[src/rtl/seq_divider.sv]
// Iterative restoring divider: one quotient bit per clock, start/done handshake.
// Optional two's-complement operands when SEQ_DIVIDER_SIGNED_EN is defined.
module seq_divider #(
    parameter int WIDTH = 16
) (
    input  logic             clk,
    input  logic             rst,
    input  logic             start,
    input  logic [WIDTH-1:0] dividend,
    input  logic [WIDTH-1:0] divisor,
    output logic             busy,
    output logic             done,
    output logic [WIDTH-1:0] quotient,
    output logic [WIDTH-1:0] remainder,
    output logic             div_by_zero
);

    // state | meaning
    // IDLE  | waiting for start; results held
    // RUN   | shifting out one quotient bit per edge, WIDTH edges total
    typedef enum logic {IDLE, RUN} state_t;

    localparam int CW = $clog2(WIDTH) + 1;

    state_t           state;
    state_t           state_nxt;
    logic [WIDTH-1:0] q_reg;
    logic [WIDTH-1:0] d_reg;
    logic [WIDTH:0]   r_reg;
    logic [CW-1:0]    count;
    logic             dz;

    logic [WIDTH+1:0] trial;
    logic             fits;
    logic [WIDTH:0]   r_nxt;
    logic [WIDTH-1:0] q_nxt;
    logic             accept;
    logic             last;
    logic [WIDTH-1:0] mag_a;
    logic [WIDTH-1:0] mag_b;
    logic [WIDTH-1:0] quot_final;
    logic [WIDTH-1:0] rem_final;

`ifdef SEQ_DIVIDER_SIGNED_EN
    logic sign_q;
    logic sign_r;
`endif

    always_ff @(posedge clk or negedge rst) begin
        if (!rst) begin
            state <= IDLE;
        end else begin
            state <= state_nxt;
        end
    end

    always_comb begin
        state_nxt = state;
        case (state)
            IDLE:    if (start) state_nxt = RUN;
            RUN:     if (last)  state_nxt = IDLE;
            default: state_nxt = IDLE;
        endcase
    end

    always_comb begin
        busy   = (state == RUN);
        accept = (state == IDLE) && start;
        last   = (state == RUN) && (count == CW'(WIDTH - 1));

        // R is always below D, so its top bit is zero and the (WIDTH+2)-bit
        // difference's MSB is a clean borrow flag for the trial subtraction.
        trial = {r_reg, q_reg[WIDTH-1]} - {2'b00, d_reg};
        fits  = ~trial[WIDTH+1];
        r_nxt = fits ? trial[WIDTH:0] : {r_reg[WIDTH-1:0], q_reg[WIDTH-1]};
        q_nxt = {q_reg[WIDTH-2:0], fits};

`ifdef SEQ_DIVIDER_SIGNED_EN
        mag_a      = dividend[WIDTH-1] ? -dividend : dividend;
        mag_b      = divisor[WIDTH-1]  ? -divisor  : divisor;
        // Divide-by-zero must report all-ones regardless of the dividend sign.
        quot_final = dz ? {WIDTH{1'b1}} : (sign_q ? -q_nxt : q_nxt);
        rem_final  = sign_r ? -r_nxt[WIDTH-1:0] : r_nxt[WIDTH-1:0];
`else
        mag_a      = dividend;
        mag_b      = divisor;
        quot_final = q_nxt;
        rem_final  = r_nxt[WIDTH-1:0];
`endif
    end

    always_ff @(posedge clk or negedge rst) begin
        if (!rst) begin
            q_reg       <= '0;
            d_reg       <= '0;
            r_reg       <= '0;
            count       <= '0;
            dz          <= 1'b0;
            done        <= 1'b0;
            quotient    <= '0;
            remainder   <= '0;
            div_by_zero <= 1'b0;
`ifdef SEQ_DIVIDER_SIGNED_EN
            sign_q      <= 1'b0;
            sign_r      <= 1'b0;
`endif
        end else begin
            done <= last;
            if (accept) begin
                q_reg <= mag_a;
                d_reg <= mag_b;
                r_reg <= '0;
                count <= '0;
                dz    <= (divisor == '0);
`ifdef SEQ_DIVIDER_SIGNED_EN
                sign_q <= dividend[WIDTH-1] ^ divisor[WIDTH-1];
                sign_r <= dividend[WIDTH-1];
`endif
            end else if (state == RUN) begin
                q_reg <= q_nxt;
                r_reg <= r_nxt;
                count <= count + 1'b1;
                if (last) begin
                    quotient    <= quot_final;
                    remainder   <= rem_final;
                    div_by_zero <= dz;
                end
            end
        end
    end

endmodule

[config.mk]
export PLATFORM = sky130hd
export DESIGN_NAME = seq_divider
export DESIGN_NICKNAME = d
export VERILOG_FILES = /design/src/rtl/seq_divider.sv
export SDC_FILE = /design/constraint.sdc
export NUM_CORES = 1
export LEC_CHECK = 0
export BUFFER_PORTS_ARGS = -buffer_cell sky130_fd_sc_hd__buf_2
export CAP_MARGIN = 5
export CORE_MARGIN = 1.5
export CORE_UTILIZATION = 61
export CTS_CLUSTER_DIAMETER = 80
export DETAILED_ROUTE_END_ITERATION = 10
export PLACE_DENSITY = 0.86
export SYNTH_ARGS = -nofsm -noshare
export SYNTH_HDL_FRONTEND = slang
export SYNTH_SLANG_ARGS = --single-unit
[constraint.sdc]
create_clock -name clk -period 5.25 [get_ports clk]
set_input_delay 0.525 -clock clk [delete_from_list [all_inputs] [get_ports clk]]
set_output_delay 0.525 -clock clk [all_outputs]
set_load 0.05 [all_outputs]
==> impl_metrics.py, run 1 <==
metrics = {
    "critical_path": {
        "r2r_cells": 9,
        "rrSetupSlack_ns": 1.79,
        "crit_cells": 9,
        "startpoint_type": "register",
        "cp.required_ns": 5.50,
        "cp-end-kind": "register",
        "worstSetupPathType": "register to register",
        "critPathArrivalTime_ns": 3.71,
        "critPathMaxFanout": 12,
        "path_buf_inv": 1,
        "reg2reg_from": "r_reg[0]",
        "crit_top_cell": "mux2_2",
        "path_delay_family": "compound AO/OA/AOI/OAI gates",
        "r2r-end": "remainder[1]",
        "path_cells": "ha_1 > nor2b_1 > o2111ai_1 > a2111oi_1 > nor3_2 > xnor2_2 > buf_4 > mux2_2 > mux2_2",
        "worstSetupEndpoint": "remainder[1]",
        "critical-path-max-stage-delay_ns": 0.62,
        "cp-startpoint": "r_reg[0]",
        "cp_slowest_cell": "xnor2_2",
    },
    "placement": {
        "place_hpwl_um": 6940,
        "place_congestion": 0.867,
        "numPortBuffers": 69,
    },
    "sta": {
        "fmax_mhz": 289,
        "tns_ns": 0,
        "clock_skew_ns": 0.00914,
        "finalCritPeriodShare_pct": 66.0,
        "grt_setup_unrepaired": "false",
        "tightest_slew_ns": 1.12,
        "slew_headroom_pct": 25.5,
        "hold_viol": 0,
        "drv_slew": 0,
        "setup_violations": 0,
        "period_minus_slack_ns": 3.46,
    },
    "yosys": {
        "synth_cell_types": 52,
        "synth_fp_nets": 483,
        "ys_warn_count": 0,
        "syn-cell-area_um2": 4650,
        "syn_inst": 429,
        "synth_edf_count": 0,
        "ys_ff_latch": 90,
        "synthArstFlopShare_pct": 100,
        "synth_flop_cell": "dfrtp_1",
        "seq_area_frac_synth_pct": 48.4,
        "postSynthAreaPerCell_um2": 10.8,
    },
    "die": {
        "die-area_um2": 8160,
        "die_h_um": 90.3,
        "fp.dieW_um": 90.3,
        "ios": 70,
        "coreArea_um2": 7330,
        "start_util_pct": 63.5,
        "std_cell_rows": 31,
    },
    "job": {
        "cap_violations": 0,
    },
    "routing": {
        "drtAntennaViolNets": 0,
        "vias_per_cell": 5.88,
        "drt_pass1_iterations": 4,
        "vias": 3518,
        "first_iter_violations": 174,
        "wire_per_inst_um": 16.8,
        "routed_wl_um": 10100,
        "drt_drc_violations_left": 0,
    },
    "grt": {
        "grt_pass1_wl_um": 16700,
        "track_usage_pct": 25.7,
        "antenna_found_initial": 0,
        "grt_max_degree": 91,
        "overflow": 0,
        "grt_pass1_vias": 3403,
    },
    "cts": {
        "clk_latency_ns": 0.36,
        "cts-root-buf": "clkbuf_8",
        "cts_buffers": 9,
        "clk_pin_slew_ns": 0.09,
        "cts_buffer_depth": 2,
        "cts_resized": 0,
        "postCtsSetupBuffers": 0,
        "cts_tree": "built",
        "cts_sinks": 90,
        "cts_hold_buf": 0,
        "cts.htree.levels": 3,
    },
    "layout": {
        "fin_nets": 548,
        "largest_reg_flops": 17,
        "fillers": 492,
        "drive_above_1_share_pct": 29.3,
        "diodes": 0,
        "areaGrowthSynthToFinish_pct": 14.0,
    },
    "run_status": {
        "outcome": "finished clean",
    },
    "worst_hold_path": {
        "worstHoldPathType": "primary input to asynchronous set/reset pin",
    },
}
[per-layer routing]
metal / GRT usage [%] / vias to the layer above / wire length (um)
met5: 0 / - / 0
met4: 11.5 / 0 / 259
met3: 4.29 / 19 / 466
met2: 40.3 / 103 / 4740
met1: 35.4 / 1744 / 4590
li1: - / 1652 / -
[cell type report]
| class | instances | area [um^2] | share of cell area (%) |
|---|---|---|---|
| clock buffers | 10 | 138 | 2.60 |
| clock inverters | 6 | 96.3 | 1.82 |
| inverters | 23 | 86.3 | 1.63 |
| multi-input cells | 297 | 2230 | 42.0 |
| flip-flops and latches | 90 | 2250 | 42.5 |
| well taps | 99 | 124 | 2.34 |
| repair buffers | 73 | 378 | 7.13 |
[layout by cell type (no fill, tap or decap), drive strengths merged, types with 3 or more instances in the layout]
cell     n
a31oi    3
ha      18
inv     25
mux2i   18
a21oi   18
nand3    5
clkbuf  10
mux2    44
a21o     3
xnor2   10
xor2     4
buf     73
o21ai   46
and2     4
dfrtp   90
nor3     7
nor2    13
nor4     4
a211oi   6
a22o    15
nand2   53
[cell usage after synthesis (6+ instances only)]
| library cell | n | area (um^2) |
|---|---|---|
| dfrtp_1 | 90 | 2250 |
| nand2_1 | 53 | 199 |
| o21ai_0 | 45 | 225 |
| mux2_2 | 29 | 327 |
| inv_1 | 22 | 82.6 |
| a21oi_1 | 18 | 90.1 |
| ha_1 | 18 | 225 |
| mux2i_1 | 18 | 180 |
| mux2_4 | 15 | 225 |
| clkbuf_1 | 14 | 52.6 |
| nor2_1 | 13 | 48.8 |
| xnor2_1 | 9 | 78.8 |
| a22o_1 | 8 | 70.1 |
| a22o_2 | 7 | 70.1 |
| a211oi_1 | 6 | 45.0 |
| nor3_1 | 6 | 30.0 |
[logic make-up after synthesis]
logic type | synth area share, %
AOI/OAI and AO/OA | 14.8
xor gates and xnor gates | 2.80
adders and majority gates | 5.27
buffers and inverters | 3.71
DFF | 48.4
muxes | 15.7
and+or+nand+nor | 9.31
[worst min path at each step]
stage                     to  slack [ns]  cells after the start
3_5_place_dp        count[4]        0.48                      2
3_3_place_gp   remainder[15]        0.46                      2
6_report            d_reg[9]        0.34                      1
5_1_grt             d_reg[5]        0.40                      3
4_1_cts             d_reg[6]        0.37                      3
2_1_floorplan           busy        0.23                      0
[metrics by stage]
stage	std cells	util (%)	instance area (um^2)	hold slack, ns	worst slack, ns
2_1_floorplan	429	-	4650	0.229	2.61
3_3_place_gp	582	69.1	5070	0.463	1.90
3_5_place_dp	582	69.1	5070	0.475	1.80
4_1_cts	598	72.3	5300	0.372	1.77
5_1_grt	598	72.3	5300	0.401	1.54
6_report	598	72.3	5300	0.344	1.79
[worst reg2reg max path: stages (launching register included)]
cell	delay, ns
dfrtp_1	0.44
ha_1	0.29
nor2b_1	0.18
o2111ai_1	0.20
a2111oi_1	0.52
nor3_2	0.11
xnor2_2	0.62
buf_4	0.35
mux2_2	0.37
mux2_2	0.26
Power of run 1 is left out: the tool's default activity adds up to more than one toggle a clock period on the data nets, which glitch-free logic cannot reach.
==> inputs of run 2 (changes only) <==
--- a/config.mk
+++ b/config.mk
@@ -8,10 +8,10 @@
 export BUFFER_PORTS_ARGS = -buffer_cell sky130_fd_sc_hd__buf_2
 export CAP_MARGIN = 5
 export CORE_MARGIN = 1.5
-export CORE_UTILIZATION = 61
+export CORE_UTILIZATION = 57
 export CTS_CLUSTER_DIAMETER = 80
 export DETAILED_ROUTE_END_ITERATION = 10
-export PLACE_DENSITY = 0.86
+export PLACE_DENSITY = 0.81
 export SYNTH_ARGS = -nofsm -noshare
 export SYNTH_HDL_FRONTEND = slang
 export SYNTH_SLANG_ARGS = --single-unit
==> constraint.sdc (replaced) <==
create_clock -name clk -period 3.6 [get_ports clk]
set_input_delay 0.36 -clock clk [delete_from_list [all_inputs] [get_ports clk]]
set_output_delay 0.36 -clock clk [all_outputs]
set_load 0.05 [all_outputs]
==> impl_metrics.py, run 2 (synthesis results as in run 1) <==
metrics = {
    "die": {
        "std_cell_rows": 32,
        "ios": 70,
        "coreArea_um2": 7810,
        "start_util_pct": 59.6,
        "fp.dieW_um": 93.3,
        "die_h_um": 93.3,
        "die-area_um2": 8710,
    },
    "cts": {
        "clk_latency_ns": 0.37,
        "cts_tree": "built",
        "cts.htree.levels": 3,
        "clk_pin_slew_ns": 0.10,
        "cts-root-buf": "clkbuf_8",
        "cts_hold_buf": 0,
        "cts_buffers": 9,
        "cts_buffer_depth": 2,
        "cts_sinks": 90,
        "cts_resized": 0,
        "postCtsSetupBuffers": 0,
    },
    "critical_path": {
        "path_buf_inv": 1,
        "r2r-end": "remainder[1]",
        "rrSetupSlack_ns": 0.67,
        "critPathArrivalTime_ns": 3.18,
        "critPathMaxFanout": 10,
        "path_delay_family": "compound AO/OA/AOI/OAI gates",
        "cp-end-kind": "register",
        "cp-startpoint": "r_reg[0]",
        "startpoint_type": "register",
        "cp.required_ns": 3.86,
        "worstSetupPathType": "register to register",
        "cp_slowest_cell": "a2111oi_1",
        "critical-path-max-stage-delay_ns": 0.53,
        "r2r_cells": 9,
        "crit_cells": 9,
        "path_cells": "ha_1 > nor2b_1 > o2111ai_1 > a2111oi_1 > nor3_2 > xnor2_2 > buf_4 > mux2_2 > mux2_2",
        "crit_top_cell": "mux2_2",
        "reg2reg_from": "r_reg[0]",
        "worstSetupEndpoint": "remainder[1]",
    },
    "routing": {
        "vias": 3436,
        "drt_pass1_iterations": 4,
        "routed_wl_um": 9720,
        "drtAntennaViolNets": 0,
        "vias_per_cell": 5.70,
        "wire_per_inst_um": 16.1,
        "drt_drc_violations_left": 0,
        "first_iter_violations": 183,
    },
    "sta": {
        "fmax_mhz": 342,
        "clock_skew_ns": 0.0128,
        "setup_violations": 0,
        "finalCritPeriodShare_pct": 81.3,
        "tns_ns": 0,
        "grt_setup_unrepaired": "false",
        "hold_viol": 0,
        "drv_slew": 0,
        "period_minus_slack_ns": 2.93,
        "tightest_slew_ns": 1.12,
        "slew_headroom_pct": 25.4,
    },
    "run_status": {
        "outcome": "finished clean",
    },
    "grt": {
        "grt_max_degree": 91,
        "grt_pass1_wl_um": 16500,
        "track_usage_pct": 24.4,
        "overflow": 0,
        "grt_pass1_vias": 3532,
        "antenna_found_initial": 0,
    },
    "layout": {
        "drive_above_1_share_pct": 29.5,
        "fillers": 598,
        "diodes": 0,
        "final_cell_mix": "dfrtp_1 (90), buf_2 (68), nand2_1 (53), o21ai_0 (45), mux2_2 (29)",
        "areaGrowthSynthToFinish_pct": 13.8,
        "final_common_cell": "dfrtp_1",
        "seq_area_um2": 2250,
        "multiInputGateArea_um2": 2230,
        "largest_reg_flops": 17,
        "fin_nets": 550,
    },
    "placement": {
        "numPortBuffers": 69,
        "place_congestion": 0.874,
        "place_hpwl_um": 6860,
    },
    "job": {
        "cap_violations": 0,
    },
    "worst_hold_path": {
        "worstHoldPathType": "primary input to asynchronous set/reset pin",
    },
}
[run 2: cell type report]
type | instances | area share, %
clock inverter | 7 | 1.58
inverter | 23 | 1.63
tap | 102 | 2.41
multi-input combinational | 297 | 42.1
timing repair buffer | 75 | 7.42
sequential | 90 | 42.5
clock buffer | 9 | 2.34
[run 2: worst min-delay path by stage]
stage	slack (ns)	startpoint	endpoint
2_1_floorplan	0.06	rst	busy
3_3_place_gp	0.46	count[4]	count[4]
3_5_place_dp	0.47	remainder[15]	remainder[15]
4_1_cts	0.19	divisor[9]	d_reg[9]
5_1_grt	0.21	divisor[6]	d_reg[6]
6_report	0.17	rst	d_reg[11]
[run 2: worst reg2reg max path, cell delays in order (launching register included)]
cell and delay [ns]:
dfrtp_1 0.44, ha_1 0.29, nor2b_1 0.17, o2111ai_1 0.23, a2111oi_1 0.53, nor3_2 0.11
xnor2_2 0.17, buf_4 0.25, mux2_2 0.38, mux2_2 0.27
[run 2: per-stage QoR]
step                      instances  hold WS, ns  util [%]  setup WS [ns]  instance area, um^2
after floorplan                 429       0.0644         -          0.961                 4650
after global placement          587        0.462      65.1          0.810                 5090
after detailed placement        587        0.469      65.1          0.740                 5090
after CTS                       603        0.194      67.8          0.705                 5290
after global routing            603        0.210      67.8          0.457                 5290
final                           603        0.166      67.8          0.672                 5290
[run 2: layer usage]
| metal | wire, um | vias to the layer above | GRT usage (%) |
|---|---|---|---|
| li1 | - | 1665 | - |
| met1 | 4410 | 1659 | 31.7 |
| met2 | 4580 | 90 | 39.2 |
| met3 | 459 | 22 | 4.47 |
| met4 | 264 | 0 | 12.1 |
| met5 | 0 | - | 0 |
Power of run 2 is left out for the same reason.
